$ cat config.mk
export PLATFORM = sky130hd
export DESIGN_NAME = led_pattern_ctrl
export DESIGN_NICKNAME = d
export VERILOG_FILES = /design/src/rtl/led_pattern_ctrl.sv
export SDC_FILE = /design/constraint.sdc
export NUM_CORES = 1
export LEC_CHECK = 0
export ABC_AREA = 1
export CORE_UTILIZATION = 48
export CTS_BUF_LIST = sky130_fd_sc_hd__clkbuf_16
export CTS_CLUSTER_DIAMETER = 30
export DETAILED_ROUTE_END_ITERATION = 12
export SETUP_SLACK_MARGIN = 0.2
export SYNTH_ARGS = -nofsm -noshare
export SYNTH_HDL_FRONTEND = slang
export SYNTH_SLANG_ARGS = --single-unit
$ cat constraint.sdc
create_clock -name clk -period 3.6 [get_ports clk]
set_clock_uncertainty 0.05 [all_clocks]
set_input_delay 0.9 -clock clk [delete_from_list [all_inputs] [get_ports clk]]
set_output_delay 0.9 -clock clk [all_outputs]
set_load 0.05 [all_outputs]
$ cat src/rtl/led_pattern_ctrl.sv
// led_pattern_ctrl: debounced three-button mode/speed/pause sequencer for an active-low 4-LED bus
module led_pattern_ctrl #(
  parameter int BASE_DIV   = 25_000_000,
  parameter int DEB_CYCLES = 1_000_000
) (
  input  logic       clk,
  input  logic       rst_n,
  input  logic       btn_mode,
  input  logic       btn_speed,
  input  logic       btn_pause,
  output logic [3:0] led_on,
  output logic [1:0] mode,
  output logic [1:0] speed,
  output logic       paused
);
  localparam int CW = $clog2(BASE_DIV);
  localparam int DW = DEB_CYCLES > 1 ? $clog2(DEB_CYCLES) : 1;
  typedef enum logic [1:0] {ROT_L, ROT_R, BOUNCE, BLINK} mode_t;
  logic [2:0] raw, press;
  mode_t st;
  logic [CW-1:0] cnt, last;
  logic [1:0] pos, npos;
  logic up, nup, step;
  logic [3:0] nxt_led;
  assign raw  = {btn_pause, btn_speed, btn_mode};
  assign mode = st;
  for (genvar i = 0; i < 3; i++) begin : g_btn
    logic s1, s2, deb, deb_q;
    logic [DW-1:0] dcnt;
    assign press[i] = deb_q & ~deb;
    // synchronize, then accept a new level only after it has held for DEB_CYCLES
    always_ff @(posedge clk)
      if (!rst_n) begin
        s1    <= 1'b1;
        s2    <= 1'b1;
        deb   <= 1'b1;
        deb_q <= 1'b1;
        dcnt  <= '0;
      end else begin
        s1    <= raw[i];
        s2    <= s1;
        deb_q <= deb;
        if (s2 != deb) begin
          if (dcnt == DW'(DEB_CYCLES - 1)) begin
            deb  <= s2;
            dcnt <= '0;
          end else dcnt <= dcnt + 1'b1;
        end else dcnt <= '0;
      end
  end
  // step timing and next pattern for the current mode
  always_comb begin
    last    = CW'((BASE_DIV >> speed) - 1);
    step    = !paused && cnt == last;
    npos    = up ? pos + 2'd1 : pos - 2'd1;
    nup     = npos == 2'd3 ? 1'b0 : npos == 2'd0 ? 1'b1 : up;
    nxt_led = st == ROT_L  ? {led_on[2:0], led_on[3]} :
              st == ROT_R  ? {led_on[0], led_on[3:1]} :
              st == BOUNCE ? ~(4'b0001 << npos) : ~led_on;
  end
  // mode FSM; a mode press reseeds and suppresses a coincident step
  always_ff @(posedge clk)
    if (!rst_n) begin
      st     <= ROT_L;
      led_on <= 4'b1110;
      speed  <= 2'd0;
      paused <= 1'b0;
      cnt    <= '0;
      pos    <= 2'd0;
      up     <= 1'b1;
    end else begin
      if (press[0]) begin
        st     <= mode_t'(st + 2'd1);
        led_on <= st == BOUNCE ? 4'b1111 : 4'b1110;
        pos    <= 2'd0;
        up     <= 1'b1;
        cnt    <= '0;
      end else if (step) begin
        led_on <= nxt_led;
        pos    <= npos;
        up     <= nup;
        cnt    <= '0;
      end else if (!paused) cnt <= cnt + 1'b1;
      if (press[1]) begin
        speed <= speed + 2'd1;
        cnt   <= '0;
      end
      if (press[2]) paused <= ~paused;
    end
endmodule
==> results of run 1 <==
==> layout make-up <==
cell class	instances	area, µm²
flip-flops and latches	109	2180
repair buffers	14	138
clock inverters	7	46.3
multi-input cells	644	3300
inverters	111	417
clock buffers	9	225
fillers	1181	5540
well taps	168	210
==> flip-flops by register name, summed over array words and instances, names as in the netlist, 3 cells and up <==
name         flops
g_btn.dcnt      60
cnt             25
g_btn.s1         3
g_btn.deb_q      3
g_btn.deb        3
led_on           4
g_btn.s2         3
==> final timing paths <==
kind	from	slack, ns	cells past startpoint	end
setup / recovery	paused	0.86	1	paused
hold / removal	g_btn[2].s1	0.36	1	g_btn[2].s2
setup reg to reg	speed[0]	1.01	12	cnt[1]
hold reg to reg	g_btn[2].s1	0.36	1	g_btn[2].s2
==> metal layers <==
layer  track usage  share of wire  vias up
met5             0              0        -
met4        0.0728          0.019        0
met3        0.0584          0.036       19
met2         0.371           0.48       74
met1         0.259           0.47     2361
li1              -              -     2789
==> placed cells by master (no fill, tap or decap), drive strengths merged, types with 8 or more instances in the layout <==
cell type | synthesis | routed
xnor2 | 8 | 8
nand4 | 26 | 26
dfxtp | 109 | 109
nor3 | 34 | 34
nor2 | 144 | 144
o21ai | 26 | 26
ha | 20 | 20
or2 | 16 | 16
clkbuf | 3 | 9
inv | 109 | 113
xor2 | 27 | 27
nand3 | 41 | 41
clkdlybuf4s50 | 0 | 13
a21oi | 36 | 36
nand2 | 242 | 242
==> metrics by stage <==
step	power, mW	cell area (µm²)	util
floorplan	1.28	5970	-
global placement	1.28	6250	0.518
detailed placement	1.29	6250	0.518
CTS	2.23	6520	0.540
global route	2.29	6520	0.540
finish	2.20	6520	0.540
==> kinds of logic (layout without fill, tap and decap cells) <==
logic type	Yosys count	after routing
compound gates	70	70
xor+xnor	35	35
fa+ha+maj	20	20
buf+inv	121	141
flops	109	109
simple gates	519	519
==> where the power goes <==
part | switching (mW) | internal [mW] | leakage, nW
Clock | 0.472 | 0.471 | 0.135
Combinational | 0.0249 | 0.0138 | 1.41
Sequential | 0.00566 | 1.21 | 0.880
Total | 0.503 | 1.70 | 2.43
==> results.toml, run 1 <==
[logic_synthesis]
synth_seq_cells = 109
yosys_warnings = 0
synth_top_family_by_area = "simple AND/OR/NAND/NOR gates"
synth_xor_area_frac = 0.0514
yosys.area_share.simple = 0.394
synthesis.area_um2 = 5970
synth_edf_count = 0
synthMuxAreaShare = 0
yosysSeqAreaShare = 0.366
synth_flop_cell = "dfxtp_1"
synthDistinctLibCells = 43
synth_area_leaders = "dfxtp_1 (37%), nand2_1 (15%), nor2_1 (8.0%), inv_1 (6.5%), ha_1 (4.2%)"
synth_common_cells = "nand2_1 (235), nor2_1 (127), dfxtp_1 (109), inv_1 (104), nand3_1 (39)"
synth_largest_area_cell = "dfxtp_1"
synth.avg_cell_area_um2 = 6.83
syn-num-nets = 899
synth-adder-area-share = 0.0419
synthArstFlopShare = 0
synthCells = 874
synth_most_common_cell = "nand2_1"
synth_compound_area_frac = 0.0652
synth_top_area_share = 0.366

[hold_path]
hp-class = "reg -> reg"

[finish]
nets = 914
antenna_cells = 0
area_growth_pct = 9.18
drive_above_1_share = 0.0805
fin_cells = 1062

[detailed_routing]
drt_iter0_drc = 291
vias_per_cell = 4.94
drc = 0
via_count = 5243
wire_per_inst_um = 12.1
ant_nets = 0
drt_first_pass_iters = 5
routed_wl_mm = 12.8

[placed_design]
dpl.hpwl_mm = 9.59
dpl_worst_slack_ns = 0.765
dp.cells = 1046
gp_congestion = 0.868
place.port_buffers = 13

[critical_path]
critPathMaxFanout = 6
crit_path_top_delay_cell = "clkdlybuf4s50_1"
startpoint_type = "flip-flop"
critPathRequiredTime_ns = 2.65
crit_path_end_kind = "primary output"
worstPathArrival_ns = 1.79
slowest_delay_ns = 0.88
crit_family = "buffers and inverters"
crit_type = "reg -> out"
worstPathCellList = "clkdlybuf4s50_1"
path_buf_inv = 1

[clock_network]
clock-root-buffer = "clkbuf_16"
path_clk_slew_ns = 0.07
cts_hold_buf = 0
cts_max_path_buffers = 2
htree_levels = 3
cts_buffers = 9
cts_resized = 0
clk_latency_ns = 0.36
cts_tree = "done"
post_cts_buffers = 0
cts.sinks = 109

[sta]
tns_ns = 0
finalHoldWorstSlack_ns = 0.364
worst_pin_slew_ns = 0.785
post-route-period-util = 0.760
setup_violations = 0
fmax_mhz = 365
relSlewSlack = 0.475
drv_slew = 0
min_period_ns = 2.74
rsz0062_at_grt = "no"
final_hold_viol_count = 0
setup_ws_ns = 0.862

[die]
initial_core_util = 0.495
core-area_um2 = 12100
die_width_um = 114
fp.dieH_um = 114
rows = 40
fp.dieArea_um2 = 12900
io_pins = 14

[grt]
grt_pass1_wl_mm = 22.1
grt_max_degree = 26
antenna_found_initial = 0
grt_overflow = 0
track_usage = 0.216
grt_pass1_vias = 4932

[status]
status = "completed"

[power]
cellLeakagePower_nw = 2.43
powerDensity_nw_per_um2 = 337
ir_worst_vdd_mv = 0.273

[job]
drv_cap = 0
Note: power is estimated with default switching activity, not from simulation.
==> run 2: changes to the inputs <==
clock period = 2.6 ns   (was 3.6 ns; I/O delays follow)
==> run 2 against run 1 <==
  * Sequential power up 38%
  * First-iteration DRC count down 11%
  * Clock power up 43%
  * Sequential cell count unchanged
  * Combinational power up 68%
  * Worst setup slack worse by 0.58 ns
  * Register-to-register slack worse by 0.62 ns
  * Critical path depth unchanged
  * Utilization up 1.3 points
==> results.toml, run 2 (synthesized netlist as in run 1, its figures left out) <==
[critical_path]
startpoint_type = "flip-flop"
critPathRequiredTime_ns = 1.90
crit_path_end_kind = "primary output"
path_buf_inv = 1
critPathMaxFanout = 5
slowest_delay_ns = 0.84
crit_family = "buffers and inverters"
crit_path_top_delay_cell = "clkdlybuf4s50_1"
worstPathArrival_ns = 1.61
worstPathCellList = "clkdlybuf4s50_1"
crit_type = "reg -> out"

[clock_network]
cts_hold_buf = 0
cts.sinks = 109
clk_latency_ns = 0.36
htree_levels = 3
cts_buffers = 9
cts_max_path_buffers = 2
cts_tree = "done"
path_clk_slew_ns = 0.08
clock-root-buffer = "clkbuf_16"

[finish]
largest_register_ffs = 60
nets = 924
mostFrequentLayoutCell = "nand2_1"
area_growth_pct = 11.9
top_regs = "g_btn.dcnt x60, cnt x25, led_on x4"
fillers = 1201
utilization = 0.554
final_cell_mix = "nand2_1 (234), nor2_1 (126), dfxtp_1 (107), inv_1 (105), nand3_1 (39)"
drive_above_1_share = 0.0996
top_register = "g_btn.dcnt"
antenna_cells = 0

[hold_path]
hp-class = "reg -> reg"

[sta]
drv_slew = 0
final_hold_viol_count = 0
relSlewSlack = 0.617
setup_violations = 0
min_period_ns = 2.31
fmax_mhz = 432
post-route-period-util = 0.890
rsz0062_at_grt = "no"
finalHoldWorstSlack_ns = 0.376
tns_ns = 0
setup_ws_ns = 0.287
worst_pin_slew_ns = 0.572

[detailed_routing]
drc = 0
ant_nets = 0
wire_per_inst_um = 12.8
drt_first_pass_iters = 5
routed_wl_mm = 13.8
via_count = 5389
drt_iter0_drc = 260
vias_per_cell = 5.03

[job]
drv_cap = 0

[die]
fp.dieH_um = 114
initial_core_util = 0.495
fp.dieArea_um2 = 12900
core-area_um2 = 12100
io_pins = 14
rows = 40
die_width_um = 114

[grt]
track_usage = 0.229
antenna_found_initial = 0
grt_pass1_wl_mm = 23.5
grt_pass1_vias = 5105
grt_overflow = 0
grt_max_degree = 21

[placed_design]
dpl.hpwl_mm = 10.1
dpl_worst_slack_ns = 0.150
gp_congestion = 0.906
place.port_buffers = 13

[power]
total_power_mw = 3.09
powerDensity_nw_per_um2 = 463
cellLeakagePower_nw = 2.52
ir_worst_vdd_mv = 0.422

[status]
status = "completed"
run 2: metal layers:
layer	share of wire	routed length (µm)	up-vias	track usage
li1	-	-	2814	-
met1	0.45	6160	2433	0.283
met2	0.48	6590	112	0.387
met3	0.043	587	30	0.0494
met4	0.030	412	0	0.0886
met5	0	0	-	0
run 2: final timing paths:
kind | start | end | slack [ns] | depth (start not counted)
max | led_on[2] | led_on[2] | 0.29 | 1
max reg2reg | speed[0] | cnt[2] | 0.39 | 12
min reg2reg | g_btn[0].s1 | g_btn[0].s2 | 0.38 | 1
min | g_btn[0].s1 | g_btn[0].s2 | 0.38 | 1
run 2: final cells by class:
| type | count | area, µm² | area share |
|---|---|---|---|
| repair buffers | 21 | 188 | 0.0281 |
| inverters | 111 | 417 | 0.0624 |
| well taps | 168 | 210 | 0.0315 |
| multi-input cells | 647 | 3380 | 0.506 |
| clock inverters | 7 | 71.3 | 0.0107 |
| clock buffers | 9 | 225 | 0.0337 |
| flip-flops and latches | 109 | 2190 | 0.328 |
run 2: report_power, final:
| part | total, mW | leakage [nW] | switching [mW] | internal [mW] |
|---|---|---|---|---|
| combinational | 0.0649 | 1.49 | 0.0418 | 0.0231 |
| sequential | 1.68 | 0.882 | 0.00740 | 1.68 |
| clock | 1.35 | 0.146 | 0.671 | 0.675 |
run 2: what timing repair did:
action,4_1_cts,5_1_grt
cloned,1,2
pin swaps,0,1
buffers inserted,0,3
resized for setup,2,13
endpoints found under the setup margin,3,33
run 2: metrics by stage:
step	std cells	area (µm²)
2_1_floorplan	874	5970
6_report	1072	6680
5_1_grt	1072	6680
4_1_cts	1067	6580
3_5_place_dp	1050	6280
3_3_place_gp	1050	6280
